`config.mk`:
```
export PLATFORM = sky130hd
export DESIGN_NAME = i2c_arbiter
export DESIGN_NICKNAME = d
export VERILOG_FILES = /design/src/rtl/i2c_arb_pkg.sv /design/src/rtl/rr_arbiter.sv /design/src/rtl/i2c_arbiter.sv
export SDC_FILE = /design/constraint.sdc
export NUM_CORES = 1
export LEC_CHECK = 0
export CAP_MARGIN = 30
export CORE_UTILIZATION = 35
export DETAILED_ROUTE_END_ITERATION = 7
export GPL_TIMING_DRIVEN = 0
export PLACE_DENSITY = 0.74
export REMOVE_ABC_BUFFERS = 1
export SLEW_MARGIN = 5
export SYNTH_ARGS = -nofsm -noshare
export SYNTH_HDL_FRONTEND = slang
export SYNTH_SLANG_ARGS = --single-unit
```
`constraint.sdc`:
```
create_clock -name clock -period 3.1 [get_ports clock]
set_input_delay 0.465 -clock clock [delete_from_list [all_inputs] [get_ports clock]]
set_output_delay 0.465 -clock clock [all_outputs]
set_load 0.02 [all_outputs]
```
`src/rtl/i2c_arb_pkg.sv`:
```
// i2c_arb_pkg: shared state encoding and field widths for the I2C master arbiter
package i2c_arb_pkg;
  localparam int ADDR_W = 7;
  localparam int DATA_W = 8;
  typedef enum logic [2:0] {IDLE, ARB, START, WAIT_BUSY, WAIT_DONE, COMPLETE} state_t;
endpackage

```
`src/rtl/rr_arbiter.sv`:
```
// rr_arbiter: combinational round-robin pick, first requester at or after ptr
module rr_arbiter #(
  parameter int N = 4,
  localparam int IW = $clog2(N)
) (
  input  logic [N-1:0]  req,
  input  logic [IW-1:0] ptr,
  output logic [N-1:0]  gnt,
  output logic [IW-1:0] idx
);
  // scan from farthest to nearest so the nearest requester overwrites
  always_comb begin
    gnt = '0;
    idx = '0;
    for (int i = N - 1; i >= 0; i--)
      if (req[IW'((int'(ptr) + i) % N)]) begin
        idx = IW'((int'(ptr) + i) % N);
        gnt = '0;
        gnt[idx] = 1'b1;
      end
  end
endmodule

```
`src/rtl/i2c_arbiter.sv`:
```
// i2c_arbiter: round-robin sharing of one I2C master among NUM_REQ requesters
// Define I2C_ARB_TIMEOUT_EN to bound WAIT_DONE by TIMEOUT_CYC cycles.
module i2c_arbiter
  import i2c_arb_pkg::*;
#(
  parameter int NUM_REQ     = 4,
  parameter int ACK_WAIT    = 16,
  parameter int TIMEOUT_CYC = 65535
) (
  input  logic                        clock,
  input  logic                        reset,
  input  logic [NUM_REQ-1:0]          req,
  input  logic [NUM_REQ-1:0]          req_rw,
  input  logic [ADDR_W*NUM_REQ-1:0]   req_addr,
  input  logic [DATA_W*NUM_REQ-1:0]   req_addr2,
  input  logic [DATA_W*NUM_REQ-1:0]   req_dataW,
  output logic [NUM_REQ-1:0]          gnt,
  output logic [NUM_REQ-1:0]          done,
  output logic                        err,
  output logic [DATA_W-1:0]           rdata,
  output logic                        m_en,
  output logic                        m_rw,
  output logic [ADDR_W-1:0]           m_addr,
  output logic [DATA_W-1:0]           m_addr2,
  output logic [DATA_W-1:0]           m_dataW,
  input  logic                        m_busy,
  input  logic [DATA_W-1:0]           m_dataR
);
  localparam int IW = $clog2(NUM_REQ);
`ifdef I2C_ARB_TIMEOUT_EN
  localparam int CW = $clog2((TIMEOUT_CYC > ACK_WAIT ? TIMEOUT_CYC : ACK_WAIT) + 1);
`else
  localparam int CW = $clog2(ACK_WAIT + 1);
  localparam int unused_timeout = TIMEOUT_CYC;
`endif
  state_t state;
  logic [IW-1:0] ptr, idx, gi;
  logic [NUM_REQ-1:0] sel;
  logic [CW-1:0] cnt;
  rr_arbiter #(.N(NUM_REQ)) u_rr (.req(req), .ptr(ptr), .gnt(sel), .idx(idx));
  always_ff @(posedge clock) begin
    if (reset) begin
      state   <= IDLE;
      gnt     <= '0;
      done    <= '0;
      err     <= 1'b0;
      rdata   <= '0;
      m_en    <= 1'b0;
      m_rw    <= 1'b0;
      m_addr  <= '0;
      m_addr2 <= '0;
      m_dataW <= '0;
      ptr     <= '0;
      gi      <= '0;
      cnt     <= '0;
    end else begin
      done <= '0;
      m_en <= 1'b0;
      case (state)
        IDLE: if (|req) state <= ARB;
        ARB:
          if (|req) begin
            gnt     <= sel;
            gi      <= idx;
            m_rw    <= req_rw[idx];
            m_addr  <= req_addr[idx*ADDR_W +: ADDR_W];
            m_addr2 <= req_addr2[idx*DATA_W +: DATA_W];
            m_dataW <= req_dataW[idx*DATA_W +: DATA_W];
            m_en    <= 1'b1;
            state   <= START;
          end else state <= IDLE;
        START: begin
          cnt   <= '0;
          state <= WAIT_BUSY;
        end
        WAIT_BUSY:
          if (m_busy) begin
            cnt   <= '0;
            state <= WAIT_DONE;
          end else if (cnt == CW'(ACK_WAIT - 1)) begin
            err   <= 1'b1;
            done  <= gnt;
            state <= COMPLETE;
          end else cnt <= cnt + 1'b1;
        WAIT_DONE:
          if (!m_busy) begin
            err   <= 1'b0;
            done  <= gnt;
            rdata <= m_rw ? m_dataR : rdata;
            state <= COMPLETE;
          end
`ifdef I2C_ARB_TIMEOUT_EN
          else if (cnt == CW'(TIMEOUT_CYC - 1)) begin
            err   <= 1'b1;
            done  <= gnt;
            state <= COMPLETE;
          end else cnt <= cnt + 1'b1;
`endif
        COMPLETE: begin
          gnt   <= '0;
          ptr   <= (gi == IW'(NUM_REQ - 1)) ? '0 : gi + 1'b1;
          state <= IDLE;
        end
        default: state <= IDLE;
      endcase
    end
  end
endmodule

```
==> metrics.txt, run 1 <==
post-synthesis cell type count=42; clock root buffer=clkbuf_8; first-pass detailed-route iteration total=4; clock sink total=54; num rows=33; Startpoint Class=flip-flop; worst path buffer plus inverter count=2; Synth warnings=0; Critical Path RT=around 3.3 ns; DPL Wire Length=6260 µm; delay-heaviest family, CP=multiplexers; number of global-route vias before repair=~2700; CP Max Fanout=17; maximum clock insertion buffer count=2; die area=9030 µm²; drt wl/cell=14.8 µm; TritonCTS clock tree=done; Relative slew margins=a little over a third; Die Y-Extent=roughly 95 µm; f_max=~340 MHz; prevailing post-synth register cell=dfxtp_1; Cell Area, Synth=3030 µm²; DIE WIDTH=about 95 µm; initial antenna violation count=0; status=complete, no violations; Mapped Cells=between 200 and 300; Final Core Density=between 50 and 60%; Hold/Removal Path Class=reg -> reg; ANT nets after route=0; placer congestion estimate=about 0.76; Antenna Diode Count=0; max incr delay on CP=about 0.6 ns; first-pass GRT wire length=between 10000 and 15000 µm; DRC Markers=0; share of the synthesized area in the top cell type=35.7%; H-tree lvl count=2; vias=roughly 2800; Crit. End Element=flip-flop; unrepaired setup endpoints after global routing=no; Clock transition at path regs=roughly 0.1 ns; core area=8300 µm²; Final Cycle Share=94.1%; share of cells above drive strength 1=between 10% and 20%; sequential area share after synthesis=35.7%; synthesized area per cell=around 10 µm²; total track usage=around 18%; Slew Viols, Final=0; nets=around 560; Async S/R FF share, synth=0%; total wire length=roughly 8100 µm; Top Ports=roughly 150; fin crit period=just under 3 ns; WP data arrival=slightly above 3 ns; Slowest-stage cell, CP=mux4_2; synth top area cells=dfxtp_1 (36%), mux4_2 (14%), a22o_1 (6.7%); Tightest Pin Transition=roughly 0.96 ns; final setup vio count=0; worst-skew pair later-pin latency=about 0.3 ns; register bit total from synthesis=54; Layout area overhead=60.0%; Fin Hold WS=~0.46 ns; EDFF count, synth=0; GRT Residual Overflow=0; critical path type=reg -> reg; total power density per cell area=around 420 nW/µm²; Clock Skew=0.00403 ns; critical path's most frequent cell=mux4_2; max-cap violation count=0; initial core utilization=a little over a third; Synth area leader=dfxtp_1; post-DR vias/cell=~5.2; number of CTS-inserted buffers=5; largest net degree at the start of global routing=37; Max VDD drop=about 250 µV; CP cell instances=inv_1 > ha_1 > mux4_2 > nor2b_1 > o21ai_1 > o31ai_4 > buf_8 > mux4_2 > a22o_1; Hold Fails Final Rpt=0; Initial DRC Count=80; I/O Buffers=around 150; leakage power figure=between 1.5 and 2 nW
-- flip-flops by register name, indices dropped and copies added (netlist names) --
register	flops
cnt	5
done	4
err	1
gi	2
gnt	4
m_addr	7
m_addr2	8
m_dataW	8
m_en	1
m_rw	1
ptr	2
rdata	8
state	3
-- cell type report --
class	instances	area (µm²)
fill	719	3450
multi-input combinational	213	1840
timing repair buffer	164	1670
sequential	54	1090
tap	105	131
clock buffer	6	82.6
clock inverter	2	16.3
inverter	4	15.0
-- cell usage in the layout, fill, tap and decap left out, drive strengths merged, types with 5 or more instances in the layout --
cell,count
clkbuf,6
dfxtp,54
a22o,23
mux2,5
mux4,21
ha,11
nand3,20
inv,5
o21ai,8
nand2,18
o211ai,5
mux2i,18
nor3,5
nor2b,14
a21oi,15
clkdlybuf4s50,152
nor2,21
buf,12
-- per-stage QoR --
| step | setup TNS, ns | total power [mW] | setup WS, ns | std cells | area [µm²] |
|---|---|---|---|---|---|
| global route | 0 | 2.15 | 0.00987 | 548 | 4840 |
| floorplan | -43.58 | 1.23 | -1.82 | 270 | 2910 |
| global placement | -88.44 | 1.58 | -3.42 | 527 | 4560 |
| detailed placement | -13.02 | 1.61 | -0.650 | 530 | 4640 |
| finish | 0 | 2.03 | 0.184 | 548 | 4840 |
| CTS | 0 | 2.05 | 0.111 | 545 | 4820 |
-- synthesized netlist by cell type (4+ instances only) --
library cell / count
a21oi_1: 15
a22o_1: 23
a32oi_1: 4
buf_2: 4
buf_4: 4
clkbuf_1: 9
dfxtp_1: 54
ha_1: 11
inv_1: 4
mux2_1: 4
mux2i_1: 18
mux4_2: 19
nand2_1: 18
nand2b_1: 4
nand3_1: 20
nor2_1: 21
nor2b_1: 13
nor3_1: 5
o211ai_1: 5
o21ai_1: 6
-- final timing paths --
path | depth (start not counted) | from | end | slack [ns]
setup / recovery | 9 | ptr[0] | m_addr[1] | 0.18
hold / removal | 2 | rdata[0] | rdata[0] | 0.46
setup reg to reg | 9 | ptr[0] | m_addr[1] | 0.18
hold reg to reg | 2 | rdata[0] | rdata[0] | 0.46
-- kinds of logic (layout without fill, tap and decap cells) --
| logic type | count (synthesis) | in the layout | share of synthesized area [%] |
|---|---|---|---|
| xor+xnor | 2 | 2 | 0.579 |
| simple gates | 92 | 93 | 15.5 |
| flops | 54 | 54 | 35.7 |
| compound gates | 63 | 63 | 15.5 |
| fa+ha+maj | 11 | 11 | 4.55 |
| mux | 44 | 44 | 23.7 |
| buf+inv | 25 | 176 | 4.55 |
-- power by group --
part	internal (mW)	switching, mW
combinational	0.431	0.334
sequential	0.779	0.0716
clock	0.184	0.233
-- what timing repair did --
action                                  4_1_cts  5_1_grt
hold buffers                                  0        0
setup buffers                                 7        2
pin swaps                                     1        0
endpoints found under the setup margin       25       18
gates resized for setup                       3        0
cloned                                        0        1
-- layer usage --
metal	track usage (%)	share of wire, %	vias to the layer above
li1	-	-	1402
met1	21.8	41	1349
met2	30.9	52	90
met3	3.99	5.7	4
met4	4.17	0.68	0
met5	0	0	-
-- worst reg2reg max path: stages, from the launching register on --
cell	delay, ns
dfxtp_4	0.48
inv_1	0.16
ha_1	0.43
mux4_2	0.61
nor2b_1	0.15
o21ai_1	0.10
o31ai_4	0.11
buf_8	0.23
mux4_2	0.33
a22o_1	0.21
Power figures use the tool's default switching activity.
==> inputs of run 2 (changes only) <==
--- a/config.mk
+++ b/config.mk
@@ -6,10 +6,14 @@
 export NUM_CORES = 1
 export LEC_CHECK = 0
 export CAP_MARGIN = 30
-export CORE_UTILIZATION = 35
+export CELL_PAD_IN_SITES_DETAIL_PLACEMENT = 0
+export CELL_PAD_IN_SITES_GLOBAL_PLACEMENT = 1
+export CORE_MARGIN = 2
+export CORE_UTILIZATION = 27
 export DETAILED_ROUTE_END_ITERATION = 7
 export GPL_TIMING_DRIVEN = 0
-export PLACE_DENSITY = 0.74
+export MAX_ROUTING_LAYER = met4
+export PLACE_DENSITY_LB_ADDON = 0.1
 export REMOVE_ABC_BUFFERS = 1
 export SLEW_MARGIN = 5
 export SYNTH_ARGS = -nofsm -noshare
==> run 2 against run 1 <==
Die area is 34% higher; final cell count is 6.4% higher; global-route usage is 2.7 points lower; sequential power hardly changed; worst setup slack better by 0.0030 ns; sequential share of layout area is 0.26 points lower; largest cell class unchanged; clock skew is 0.0045 ns higher; critical path depth is 1 higher; combinational power is 1% higher.
==> metrics.txt, run 2 (same netlist as run 1, synthesis figures left out) <==
status=complete, no violations; core area=10900 µm²; nets=~560; Initial DRC Count=between 100 and 150; Psw=between 0.6 and 0.7 mW; Slew Viols, Final=0; Place WS=-0.436 ns; reg2reg end=m_dataW[1]; maximum clock insertion buffer count=2; worst-skew pair later-pin latency=0.30 ns; Clock Skew=between 0.008 and 0.009 ns; GRT Residual Overflow=0; DIE WIDTH=roughly 110 µm; Layout area overhead=61.9%; met3 usage=2.37%; setup_tns=0 ns; reg-to-reg slack, setup=~0.19 ns; initial antenna violation count=0; Largest regs=m_addr2: 8 flops, m_dataW: 8 flops, rdata: 8 flops; reg2reg start=ptr[0]; logic gate share of total power=a little under two fifths; die area=between 10000 and 15000 µm²; WP data arrival=3.12 ns; Hold/Removal Path Class=reg -> reg; Hold EP=rdata[2]; Startpoint Class=flip-flop; Die Y-Extent=about 110 µm; Sw Ratio=a little under a third; total wire length=about 9100 µm; num rows=38; sequential share of power=a little over two fifths; Clock transition at path regs=around 0.10 ns; P_int=1.40 mW; Tot Pwr=about 2 mW; Top Ports=roughly 150; GR peak layer=met2; number of CTS-inserted buffers=5; Hold Fails Final Rpt=0; initial core utilization=27.8%; Slowest-stage cell, CP=mux4_2; largest net degree at the start of global routing=37; number of global-route vias before repair=2631; post-DR vias/cell=4.77; Tightest Pin Transition=~0.84 ns; Fin Hold WS=0.460 ns; CP Max Fanout=15; Crit. End Element=flip-flop; total track usage=between 10% and 20%; clock root buffer=clkbuf_8; Relative slew margins=44.1%; share of cells above drive strength 1=a little over a tenth; Max VDD drop=roughly 210 µV; drt wl/cell=between 15 and 20 µm; Placed Instances=~570; Hold Path Cell Cnt=2; critical path's most frequent cell=mux4_2; vias=~2800; Antenna Diode Count=0; I/O Buffers=152; DPL Wire Length=roughly 7000 µm; Final Cycle Share=a little over nine tenths; DRC Markers=0; Worst Hold Launch=rdata[2]; clock sink total=between 50 and 60; commonest non-fill, non-tap cells in the layout=clkdlybuf4s50_1 (152), dfxtp_1 (52), a22o_1 (23); placer congestion estimate=0.735; CP cell instances=inv_1 > ha_1 > mux4_2 > nor2b_1 > o21ai_1 > o31ai_4 > buf_12 > buf_16 > mux4_2 > a22o_1; f_max=343 MHz; delay-heaviest family, CP=multiplexers; max incr delay on CP=about 0.59 ns; share of power burned in the clock network=between 20% and 30%; TritonCTS clock tree=done; max-cap violation count=0; Critical Path RT=around 3.3 ns; H-tree lvl count=2; ANT nets after route=0; critical path type=reg -> reg; total power density per cell area=roughly 420 nW/µm²; worst reg2reg path depth=10; most common cell after layout, fill and taps aside=clkdlybuf4s50_1; final setup vio count=0; Worst Setup Slack, final=between 0.15 and 0.2 ns; first-pass GRT wire length=~14000 µm; GRT met1 Usage=19.2%; first-pass detailed-route iteration total=4; Post-Layout Cell Count=a little under 600; leakage power figure=around 1.7 nW; fin crit period=around 3 ns; M2 GR Usage=approximately 24%; worst path buffer plus inverter count=3
run 2: cell types whose count changed in the layout (fill, tap and decap cells not counted):
| cell | delta |
|---|---|
| clkbuf_1 | +1 |
| clkinvlp_4 | -1 |
| buf_8 | +1 |
| inv_6 | -1 |
| buf_4 | -2 |
| buf_12 | +1 |
| clkinv_2 | +1 |
run 2: power groups by stage:
stage,sequential [mW],clock (mW),combinational [mW]
2_1_floorplan,0.937,0,0.297
3_3_place_gp,0.865,0,0.738
3_5_place_dp,0.865,0,0.761
4_1_cts,0.852,0.431,0.777
5_1_grt,0.866,0.464,0.835
6_report,0.852,0.413,0.776
run 2: final cells by class:
class | instances | area (µm²)
inverter | 4 | 15.0
fill | 1027 | 5990
sequential | 54 | 1090
clock buffer | 7 | 86.3
timing repair buffer | 164 | 1690
tap | 140 | 175
clock inverter | 1 | 5.00
multi-input combinational | 213 | 1840
run 2: metrics by stage:
stage / utilization, % / instance area (µm²)
2_1_floorplan: - / 2910
3_3_place_gp: 42.3 / 4600
3_5_place_dp: 43.2 / 4700
4_1_cts: 44.6 / 4850
5_1_grt: 45.0 / 4900
6_report: 45.0 / 4900
run 2: tightest hold or removal path, cell delays in order, from the launching register on:
cell and delay (ns):
dfxtp_1 0.32, nand2_1 0.05, a21oi_1 0.05
run 2: worst max-delay path by stage:
stage,endpoint,cells past startpoint,slack [ns],from
after global placement,m_dataW[5],7,-3.79,ptr[0]
after CTS,m_dataW[1],10,0.07,ptr[0]
after floorplan,m_addr2[2],7,-1.82,ptr[0]
after detailed placement,m_dataW[1],8,-0.44,ptr[0]
after global routing,m_dataW[5],10,-0.007,ptr[0]
final,m_dataW[1],10,0.19,ptr[0]
run 2: what timing repair did:
| action | 4_1_cts | 5_1_grt |
|---|---|---|
| buffers inserted | 4 | 3 |
| pin swaps | 2 | 0 |
| gates cloned | 0 | 1 |
| endpoints found under the hold margin | 0 | 0 |
| endpoints found under the setup margin | 24 | 23 |
| hold buffers | 0 | 0 |
| resized for setup | 3 | 0 |
run 2: routing by layer:
metal	vias to the layer above	wire length (µm)
li1	1394	-
met3	4	465
met5	-	0
met2	78	4590
met1	1306	3990
met4	0	70
